[src/rtl/reg_scoreboard_pkg.sv]
// Shared widths for the dispatch scoreboard.
// Default register file and payload sizing.
package reg_scoreboard_pkg;
  localparam int DEF_NUM_REG     = 8;
  localparam int DEF_INST_ID_BIT = 8;
  localparam int DEF_IMM_BIT     = 4;
  localparam int DEF_REG_ID_BIT  = $clog2(DEF_NUM_REG);
endpackage

[src/rtl/reg_scoreboard_dec.sv]
// Register index decode for the scoreboard.
// Reads of the held instruction and the busy-set mask.
module reg_scoreboard_dec #(
  parameter int NUM_REG    = 8,
  parameter int REG_ID_BIT = $clog2(NUM_REG)
) (
  input  logic                  out_full,
  input  logic [REG_ID_BIT-1:0] src0,
  input  logic [REG_ID_BIT-1:0] src1,
  input  logic [REG_ID_BIT-1:0] dst,
  input  logic                  accept,
  output logic [NUM_REG-1:0]    inflight_rd,
  output logic [NUM_REG-1:0]    set_mask
);

  always_comb begin
    inflight_rd = '0;
    set_mask    = '0;
    if (out_full) begin
      inflight_rd[src0] = 1'b1;
      inflight_rd[src1] = 1'b1;
    end
    if (accept) set_mask[dst] = 1'b1;
  end

endmodule

[src/rtl/reg_scoreboard.sv]
// Dispatch scoreboard: busy/owner tracking,
// WAW/WAR stall and a one-entry output register.
module reg_scoreboard
  import reg_scoreboard_pkg::*;
#(
  parameter int INST_ID_BIT = DEF_INST_ID_BIT,
  parameter int NUM_REG     = DEF_NUM_REG,
  parameter int IMM_BIT     = DEF_IMM_BIT,
  parameter int REG_ID_BIT  = $clog2(NUM_REG)
) (
  input  logic                   clk,
  input  logic                   rst_n,
  input  logic                   dec_vld,
  output logic                   dec_rdy,
  input  logic [INST_ID_BIT-1:0] dec_id,
  input  logic [REG_ID_BIT-1:0]  dec_dst_reg,
  input  logic [REG_ID_BIT-1:0]  dec_src_reg0,
  input  logic [REG_ID_BIT-1:0]  dec_src_reg1,
  input  logic [IMM_BIT-1:0]     dec_imm,
  output logic                   disp_vld,
  input  logic                   disp_rdy,
  output logic [INST_ID_BIT-1:0] disp_id,
  output logic [REG_ID_BIT-1:0]  disp_dst_reg,
  output logic [REG_ID_BIT-1:0]  disp_src_reg0,
  output logic [REG_ID_BIT-1:0]  disp_src_reg1,
  output logic [IMM_BIT-1:0]     disp_imm,
  input  logic [NUM_REG-1:0]     pending_read,
  input  logic                   wb_vld,
  input  logic [INST_ID_BIT-1:0] wb_id,
  input  logic [REG_ID_BIT-1:0]  wb_dst_reg,
  output logic [NUM_REG-1:0]     ready_reg_mask,
  output logic                   idle
);

  logic [NUM_REG-1:0]     busy_q;
  logic [INST_ID_BIT-1:0] owner_q [NUM_REG];
  logic                   out_full_q, out_full_d;
  logic [INST_ID_BIT-1:0] out_id_q, out_id_d;
  logic [REG_ID_BIT-1:0]  out_dst_q, out_dst_d;
  logic [REG_ID_BIT-1:0]  out_src0_q, out_src0_d;
  logic [REG_ID_BIT-1:0]  out_src1_q, out_src1_d;
  logic [IMM_BIT-1:0]     out_imm_q, out_imm_d;
  logic [NUM_REG-1:0]     inflight_rd, set_mask;
  logic                   hazard, slot_free, accept;

  reg_scoreboard_dec #(
    .NUM_REG    (NUM_REG),
    .REG_ID_BIT (REG_ID_BIT)
  ) u_dec (
    .out_full    (out_full_q),
    .src0        (out_src0_q),
    .src1        (out_src1_q),
    .dst         (dec_dst_reg),
    .accept      (accept),
    .inflight_rd (inflight_rd),
    .set_mask    (set_mask)
  );

  // Hazard uses registered state only; no writeback bypass.
  always_comb begin
    hazard = busy_q[dec_dst_reg]
           | pending_read[dec_dst_reg]
           | inflight_rd[dec_dst_reg];
    slot_free = !out_full_q || disp_rdy;
    dec_rdy = slot_free && !hazard;
    accept = dec_vld && dec_rdy;
  end

  always_comb begin
    out_full_d = out_full_q;
    if (accept) out_full_d = 1'b1;
    else if (out_full_q && disp_rdy) out_full_d = 1'b0;
    out_id_d   = accept ? dec_id       : out_id_q;
    out_dst_d  = accept ? dec_dst_reg  : out_dst_q;
    out_src0_d = accept ? dec_src_reg0 : out_src0_q;
    out_src1_d = accept ? dec_src_reg1 : out_src1_q;
    out_imm_d  = accept ? dec_imm      : out_imm_q;
  end

  always_ff @(posedge clk or negedge rst_n) begin
    if (!rst_n) out_full_q <= 1'b0;
    else        out_full_q <= out_full_d;
  end

  always_ff @(posedge clk) begin
    out_id_q   <= out_id_d;
    out_dst_q  <= out_dst_d;
    out_src0_q <= out_src0_d;
    out_src1_q <= out_src1_d;
    out_imm_q  <= out_imm_d;
  end

  for (genvar i = 0; i < NUM_REG; i++) begin : g_reg
    logic                   b_q, b_d;
    logic [INST_ID_BIT-1:0] o_q, o_d;
    logic                   wb_hit;

    // A new allocation overrides a same-cycle writeback.
    always_comb begin
      wb_hit = wb_vld && (wb_dst_reg == REG_ID_BIT'(i))
            && b_q && (o_q == wb_id);
      b_d = b_q;
      o_d = o_q;
      if (set_mask[i]) begin
        b_d = 1'b1;
        o_d = dec_id;
      end else if (wb_hit) begin
        b_d = 1'b0;
      end
    end

    always_ff @(posedge clk or negedge rst_n) begin
      if (!rst_n) begin
        b_q <= 1'b0;
        o_q <= '0;
      end else begin
        b_q <= b_d;
        o_q <= o_d;
      end
    end

    assign busy_q[i]  = b_q;
    assign owner_q[i] = o_q;
  end

  assign disp_vld       = out_full_q;
  assign disp_id        = out_id_q;
  assign disp_dst_reg   = out_dst_q;
  assign disp_src_reg0  = out_src0_q;
  assign disp_src_reg1  = out_src1_q;
  assign disp_imm       = out_imm_q;
  assign ready_reg_mask = ~busy_q;
  assign idle           = !(|busy_q) && !out_full_q;

endmodule
[config.mk]
export PLATFORM = sky130hd
export DESIGN_NAME = reg_scoreboard
export DESIGN_NICKNAME = d
export VERILOG_FILES = /design/src/rtl/reg_scoreboard_pkg.sv /design/src/rtl/reg_scoreboard_dec.sv /design/src/rtl/reg_scoreboard.sv
export SDC_FILE = /design/constraint.sdc
export NUM_CORES = 1
export LEC_CHECK = 0
export CAP_MARGIN = 10
export CORE_AREA = 4 4 100 102
export CTS_CLUSTER_DIAMETER = 60
export DETAILED_ROUTE_END_ITERATION = 16
export DIE_AREA = 0 0 104 106
export PLACE_DENSITY_LB_ADDON = 0.12
export SLEW_MARGIN = 10
export SYNTH_ARGS = -nofsm -noshare
export SYNTH_HDL_FRONTEND = slang
export SYNTH_SLANG_ARGS = --single-unit
[constraint.sdc]
create_clock -name clk -period 5.15 [get_ports clk]
set_clock_uncertainty 0.15 [all_clocks]
set_input_delay 1.03 -clock clk [delete_from_list [all_inputs] [get_ports clk]]
set_output_delay 1.03 -clock clk [all_outputs]
set_load 0.1 [all_outputs]
======== Word level (Yosys, flattened, before mapping) ========
Index checks and enable logic that the tools add are counted.
word-level totals
  register bits after elaboration ......... 94
  latch bits .............................. 0
  memory bits (writable) .................. 0
  memory bits (read-only) ................. 0
  input bits .............................. 45
  output and inout port bits .............. 32
  logic and storage cells ................. 125
  memories ................................ 0
cells by class
  add/sub/neg operators ................... 0
  multipliers ............................. 0
  div/mod/pow operators ................... 0
  magnitude comparators ................... 6
  equality and inequality tests ........... 15
  shift operators ......................... 0
  mux-type cells .......................... 32
  bitwise operators ....................... 4
  reduce and logical (&&, ||, !) cells .... 46
operators by type and width
  kind                                                                                 count
  8-bit == test                                                                        8
  1-bit logical AND                                                                    31
  1-bit two-way mux                                                                    24
  2-bit nonzero test                                                                   9
  8-bit two-way mux                                                                    2
  3-bit == test, second input constant                                                 4
  3-bit by 4-bit less-than comparator with 1-bit output, second input constant         3
  1-bit binary-select mux with 3-bit select                                            3
  1-bit demux with 3-bit select                                                        3
  3-bit by 1-bit greater-or-equal comparator with 1-bit output, second input constant  3
  8-bit NOT                                                                            1
  8-bit bitwise OR                                                                     1
  8-bit OR reduction                                                                   1
  3-bit by 2-bit == test with 1-bit output, second input constant                      2
  3-bit by 1-bit == test with 1-bit output, second input constant                      1
  1-bit logical NOT                                                                    3
  3-bit logical NOT                                                                    1
  1-bit bitwise OR                                                                     2
  1-bit logical OR                                                                     1

======== Depth between registers and ports, before layout ========
Gate-level depths: netlist (run 1).
  depth after elaboration ................. 14
  mapped depth ............................ 6
  depth with buffers taken out ............ 5

======== By module ========
From an unflattened synthesis (run 1), not the netlist that was laid out.
second synthesis, totals
  cell total of the unflattened synthesis .. 351
  area, all modules ....................... 4495.6 um^2
by module, submodules not included
  module              instances  cells an instance  area an instance (um^2)  seq. area each (um^2)
  reg_scoreboard      1          313                4260.3                   2457.4
  reg_scoreboard_dec  1          38                 235.2                    0.0

======== Least setup slack after synthesis (run 1) ========
OpenSTA, ideal clock, no wires.
  path kind ............................... input -> output
  from .................................... in dec_dst_reg[2]
  to ...................................... out dec_rdy
  arrival ................................. 3.294 ns
  required time ........................... 3.970 ns
  slack ................................... 0.676 ns
  stages on the path ...................... 6
  buffers on the path ..................... 1
  cells stage by stage .................... clkbuf_1 -> or2_2 -> a211oi_1 -> o21ai_2 -> nand2_1 -> nor2_1
on the way
  word-level cells in the longest chain between the ends .. 6
  elaborated cells between the ends (all ways) .. 10
  those cells by class .................... 6 x mux; 2 x bitwise; 2 x reduce/logical
ends and longest elaborated chain
  element                                                              line                                        text
  from (decl)                                                          reg_scoreboard.sv:16                        input logic [REG_ID_BIT-1:0] dec_dst_reg,
  1-bit binary-select mux with 3-bit select, on equally long branches  reg_scoreboard.sv:61, reg_scoreboard.sv:62
  1-bit two-way mux, on equally long branches                          reg_scoreboard.sv:61, reg_scoreboard.sv:62
  1-bit bitwise OR                                                     reg_scoreboard.sv:62                        | pending_read[dec_dst_reg]
  1-bit bitwise OR (*)                                                 reg_scoreboard.sv:63                        | inflight_rd[dec_dst_reg];
  1-bit logical NOT (*)                                                reg_scoreboard.sv:65                        dec_rdy = slot_free && !hazard;
  1-bit logical AND (*)                                                reg_scoreboard.sv:65
  to (decl)                                                            reg_scoreboard.sv:14                        output logic dec_rdy,
Mark *: on every way between the ends. The rest lies on a longest branch, timed or not. The select of a mux whose other input is x is not followed.

======== Final worst setup path (run 1) ========
  from .................................... in dec_dst_reg[1]
  to ...................................... out dec_rdy
Same word-level chain as after synthesis.

==> impl_metrics.json, run 1 <==
{
  "path_class": "in -> out",
  "final_core_util_pct": 60.44,
  "synth-edff-count": 21,
  "stdcell_count": 528,
  "placedInstanceArea_sq_mm": 0.005299,
  "h-tree-depth": 3,
  "endpoint_kind": "primary output",
  "slew_headroom_pct": 33.04,
  "ant_nets": 0,
  "die_w_um": 104,
  "clk_latency_ns": 0.36,
  "drive_gt1_share_pct": 22.54,
  "hold_buffers": 0,
  "vdd_ir_drop_max_mv": 0.1545,
  "globalplace.congestion": 0.9202,
  "cts.sinks": 94,
  "fp-row-count": 35,
  "finalWirelength_um": 10130,
  "cts.repair.resized": 0,
  "hpwl_um": 7286,
  "worstHoldPathType": "reg -> reg",
  "final_hold_viol_count": 0,
  "yosysMostFrequentCell": "dfrtp_1",
  "crit-reg2reg-capture": "g_reg[7].o_q[0]",
  "fin_nets": 457,
  "ys_seq_elements": 94,
  "cts-root-buf": "clkbuf_8",
  "fin_area_sq_mm": 0.005505,
  "seq_area_frac_synth_pct": 55.39,
  "met1_usage_pct": 26.64,
  "grt_pass1_vias": 2979,
  "leakagePower_nw": 2.308,
  "die_height_um": 106,
  "whs_endpoint": "g_reg[1].o_q[5]",
  "synth_area_leaders": "dfrtp_1 41%, mux2_2 16%, edfxtp_1 14%, xor2_1 9.1%, xnor2_1 4.3%",
  "path_cells": "clkdlybuf4s50_1, inv_1, a311oi_1, a211oi_1, nand2_1, nor2_1, buf_4",
  "setup_tns_ns": 0,
  "cts_tree": "yes",
  "route.detailed.drc": 0,
  "grt_setup_unrepaired": "false",
  "antenna-diode-count": 0,
  "status": "finished, final reports clean",
  "regToRegStartpoint": "g_reg[7].b_q",
  "syn-num-nets": 379,
  "antenna_found_initial": 0,
  "cp-start-kind": "primary input",
  "ys_types": 31,
  "drt_iter0_drc": 122,
  "synth_area_sq_mm": 0.004437,
  "r2r_slack_ns": 2.76,
  "dieArea_sq_mm": 0.01102,
  "synthFlopType": "dfrtp_1",
  "n_fill_cell": 773,
  "core_area_sq_mm": 0.009109,
  "fin_crit_ns": 4.494,
  "largest_reg_flops": 64,
  "maxCapViolations": 0,
  "slew_viol_final": 0,
  "busiest_layer": "met2",
  "synthCells": 334,
  "total_power_mw": 1.848,
  "grt_start_max_net_pins": 42,
  "async_reset_ff_share_pct": 77.66,
  "setup_slack_ns": 0.6557,
  "r2r_cells": 5,
  "via_per_inst": 5.392,
  "path_max_fanout": 11,
  "cts_buffers": 9,
  "postCtsSetupBuffers": 0,
  "grt_first_pass_wirelength_um": 16480,
  "synth.top_cell.area_share_pct": 41.17,
  "cp.arrival_ns": 3.31,
  "drtPass1Iterations": 4,
  "grt.met3_usage_pct": 4.432,
  "top_register": "g.o_q",
  "holdCritStartpoint": "g_reg[1].o_q[5]",
  "vias": 2847,
  "grt.overflow.total": 0,
  "area_growth_pct": 24.08,
  "io_pins": 77,
  "clk_path_buf_depth": 2,
  "placedCellCount": 512,
  "tightest_slew_ns": 1.001,
  "gr-usage-met2_pct": 30.73,
  "synth_top_area_cell": "dfrtp_1",
  "period_share_pct": 87.27,
  "synth_warnings": 0,
  "grt_use_total_pct": 19.26,
  "syn_avg_cell_area_sq_um": 13.28,
  "crit_slowest_cell": "clkdlybuf4s50_1",
  "wl_per_cell_um": 19.19,
  "start_util_pct": 48.71,
  "power_density_mw_per_mm2": 335.6,
  "whs_path_depth": 1,
  "ys_top_cells_by_count": "73 x dfrtp_1, 64 x mux2_2, 46 x xor2_1",
  "hold-worst-slack_ns": 0.3791,
  "port_buffers": 76,
  "cp.required_ns": 3.97,
  "path_clk_slew_ns": 0.08,
  "finalSetupViolations": 0,
  "fmax_ghz": 0.2225,
  "critPathMaxStageDelay_ns": 0.75,
  "place_ws_ns": 0.6620
}
==> cells by family (layout without fill, tap and decap cells) <==
| family | count (synthesis) | count (layout) | share of synthesized area [%] |
|---|---|---|---|
| flip-flops | 94 | 94 | 55.39 |
| XOR/XNOR | 68 | 68 | 13.42 |
| AND/OR/NAND/NOR | 66 | 66 | 9.504 |
| multiplexers | 64 | 64 | 16.24 |
| buffers and inverters | 23 | 106 | 2.143 |
| AO/OA/AOI/OAI | 19 | 19 | 3.300 |
==> where the power goes <==
part	internal (mW)	total, mW	switching [mW]	leakage [nW]
registers	0.866	0.933	0.0670	1.11
logic	0.183	0.394	0.211	1.10
clock network	0.273	0.521	0.248	0.0982
==> per-layer routing <==
layer | share of wire, % | wire, um | vias up
met2 | 47 | 4766 | 80
li1 | - | - | 1352
met5 | 0 | 0 | -
met1 | 47 | 4794 | 1407
met4 | 1.1 | 110 | 0
met3 | 4.5 | 460 | 8
==> layout by cell type (no fill, tap or decap), drive strengths merged, types with 2 or more instances in the layout <==
cell type	Yosys	layout
clkdlybuf4s50	0	74
bufinv	0	2
edfxtp	21	21
and3	2	2
nand2	6	6
o21ai	9	9
nand2b	4	4
xnor2	22	22
inv	12	12
nor2	5	5
xor2	46	46
o32ai	2	2
nand4	8	8
nor4	16	16
nand3	8	8
or2	2	2
clkbuf	9	12
nor3	12	12
mux2	64	64
a211oi	3	3
buf	2	4
dfrtp	73	73
==> area by class of cell <==
type,count,area [sq um],share of cell area [%]
inverters,12,45.04,0.8182
well taps,111,138.9,2.523
clock inverters,4,71.32,1.295
repair buffers,78,768.2,13.95
flip-flops and latches,94,2457,44.64
clock buffers,12,135.1,2.455
multi-input cells,217,1889,34.32
==> worst max-delay path by stage <==
stage | slack [ns] | depth (start not counted) | end | startpoint
5_1_grt | 0.45 | 7 | dec_rdy | dec_dst_reg[1]
3_5_place_dp | 0.66 | 7 | dec_rdy | dec_dst_reg[1]
2_1_floorplan | 0.68 | 6 | dec_rdy | dec_dst_reg[2]
3_3_place_gp | 0.76 | 7 | dec_rdy | dec_dst_reg[1]
4_1_cts | 0.66 | 7 | dec_rdy | dec_dst_reg[1]
6_report | 0.66 | 7 | dec_rdy | dec_dst_reg[1]
==> worst max-delay path, delay by kind of cell <==
family | cells | cell delay (ns)
AO/OA/AOI/OAI | 2 | 0.90
buffers and inverters | 3 | 1.14
AND/OR/NAND/NOR | 2 | 0.24
(Power assumes the default switching activity.)
==> inputs of run 2 (changes only) <==
--- a/config.mk
+++ b/config.mk
@@ -6,10 +6,10 @@
 export NUM_CORES = 1
 export LEC_CHECK = 0
 export CAP_MARGIN = 10
-export CORE_AREA = 4 4 100 102
+export CORE_AREA = 4 4 95 97
 export CTS_CLUSTER_DIAMETER = 60
 export DETAILED_ROUTE_END_ITERATION = 16
-export DIE_AREA = 0 0 104 106
+export DIE_AREA = 0 0 99 101
 export PLACE_DENSITY_LB_ADDON = 0.12
 export SLEW_MARGIN = 10
 export SYNTH_ARGS = -nofsm -noshare
==> impl_metrics.json, run 2 (same netlist as run 1, synthesis figures left out) <==
{
  "grt_first_pass_wirelength_um": 15960,
  "vdd_ir_drop_max_mv": 0.1800,
  "hold-worst-slack_ns": 0.3796,
  "leakagePower_nw": 2.293,
  "grt_setup_unrepaired": "false",
  "via_per_inst": 5.561,
  "port_buffers": 76,
  "wl_per_cell_um": 19.13,
  "stdcell_count": 522,
  "cts-root-buf": "clkbuf_8",
  "startpoint": "dec_dst_reg[1]",
  "r2r_slack_ns": 2.81,
  "clk_latency_ns": 0.35,
  "vias": 2903,
  "postCtsSetupBuffers": 0,
  "cp.required_ns": 3.97,
  "h-tree-depth": 3,
  "drive_gt1_share_pct": 23.26,
  "slew_viol_final": 0,
  "whs_endpoint": "g_reg[0].o_q[0]",
  "start_util_pct": 54.55,
  "critPathMaxStageDelay_ns": 0.78,
  "fp-row-count": 33,
  "finalWirelength_um": 9988,
  "placedCellCount": 506,
  "cts_buffers": 9,
  "drt_iter0_drc": 112,
  "crit_slowest_cell": "clkdlybuf4s50_1",
  "fin_nets": 457,
  "final_hold_viol_count": 0,
  "antenna_found_initial": 0,
  "top_register": "g.o_q",
  "cp.arrival_ns": 3.31,
  "ant_nets": 0,
  "whs_path_depth": 1,
  "fmax_ghz": 0.2227,
  "regToRegStartpoint": "disp_src_reg1[1]",
  "clk_path_buf_depth": 2,
  "worstHoldPathType": "reg -> reg",
  "path_class": "in -> out",
  "placedInstanceArea_sq_mm": 0.005291,
  "status": "finished, final reports clean",
  "route.detailed.drc": 0,
  "antenna-diode-count": 0,
  "grt_use_total_pct": 20.81,
  "grt_start_max_net_pins": 47,
  "fin_area_sq_mm": 0.005465,
  "core_area_sq_mm": 0.008134,
  "power_density_mw_per_mm2": 324.0,
  "path_max_fanout": 11,
  "largest_reg_flops": 64,
  "r2r_cells": 6,
  "crit-reg2reg-capture": "disp_id[5]",
  "final_cell_mix": "74 x clkdlybuf4s50_1, 73 x dfrtp_1, 64 x mux2_2",
  "die_w_um": 99,
  "endpoint_kind": "primary output",
  "setup_tns_ns": 0,
  "final_core_util_pct": 67.19,
  "dieArea_sq_mm": 0.009999,
  "area_growth_pct": 23.18,
  "die_height_um": 101,
  "cts.repair.resized": 0,
  "holdCritStartpoint": "g_reg[0].o_q[0]",
  "io_pins": 77,
  "period_share_pct": 87.19,
  "grt.overflow.total": 0,
  "hold_buffers": 0,
  "maxCapViolations": 0,
  "hpwl_um": 7031,
  "tightest_slew_ns": 1.086,
  "grt_pass1_vias": 3007,
  "finalSetupViolations": 0,
  "fin_crit_ns": 4.490,
  "cp-start-kind": "primary input",
  "slew_headroom_pct": 27.57,
  "cts_tree": "yes",
  "path_clk_slew_ns": 0.09,
  "globalplace.congestion": 0.8759,
  "path_cells": "clkdlybuf4s50_1, inv_1, a311oi_1, a211oi_1, nand2_1, nor2_1, buf_4",
  "drtPass1Iterations": 4,
  "layout_commonest_cell": "clkdlybuf4s50_1",
  "cts.sinks": 94
}
run 2: cell types whose count changed in the layout (fill, tap and decap cells not counted):
cell	previous run	this run
clkinv_2	0	1
clkinv_4	0	1
clkbuf_1	3	1
clkinv_1	1	0
clkinvlp_4	1	2
inv_6	0	2
bufinv_16	2	0
run 2: power breakdown:
| part | internal, mW | switching, mW |
|---|---|---|
| Clock | 0.179 | 0.265 |
| Sequential | 0.866 | 0.0674 |
| Combinational | 0.183 | 0.211 |
| Total | 1.23 | 0.543 |
run 2: worst max-delay path by stage:
stage,cells past startpoint,slack [ns],to
global route,7,0.51,dec_rdy
finish,7,0.66,dec_rdy
CTS,7,0.71,dec_rdy
detailed placement,7,0.70,dec_rdy
floorplan,6,0.68,dec_rdy
global placement,7,0.78,dec_rdy
run 2: layout make-up:
type | instances | area, sq um
sequential | 94 | 2457
fill | 644 | 2669
timing repair buffer | 78 | 768.2
multi-input combinational | 217 | 1889
clock inverter | 6 | 46.29
inverter | 12 | 45.04
tap | 105 | 131.4
clock buffer | 10 | 127.6
run 2: metal layers:
layer,track usage [%],up-vias,wire (um)
li1,-,1349,-
met5,0,-,0
met2,33.26,88,4586
met3,4.083,19,606
met4,7.143,0,178
met1,28.62,1447,4617
run 2: stage by stage:
stage | setup WS, ns | total power [mW]
after global placement | 0.7789 | 1.331
after detailed placement | 0.7042 | 1.345
after CTS | 0.7100 | 1.788
after floorplan | 0.6757 | 1.219
final | 0.6596 | 1.771
after global routing | 0.5110 | 1.855
run 2: critical path: cells and delay by family:
kind | cells | cell delay (ns)
and+or+nand+nor | 2 | 0.23
buffers and inverters | 3 | 1.17
AOI/OAI and AO/OA | 2 | 0.87
==> inputs of run 3 (changes only) <==
--- a/config.mk
+++ b/config.mk
@@ -8,6 +8,7 @@
 export CAP_MARGIN = 10
 export CORE_AREA = 4 4 95 97
 export CTS_CLUSTER_DIAMETER = 60
+export CTS_CLUSTER_SIZE = 14
 export DETAILED_ROUTE_END_ITERATION = 16
 export DIE_AREA = 0 0 99 101
 export PLACE_DENSITY_LB_ADDON = 0.12
==> results of run 3 <==
No change in the layout: final DEF, timing and power equal those of run 2.
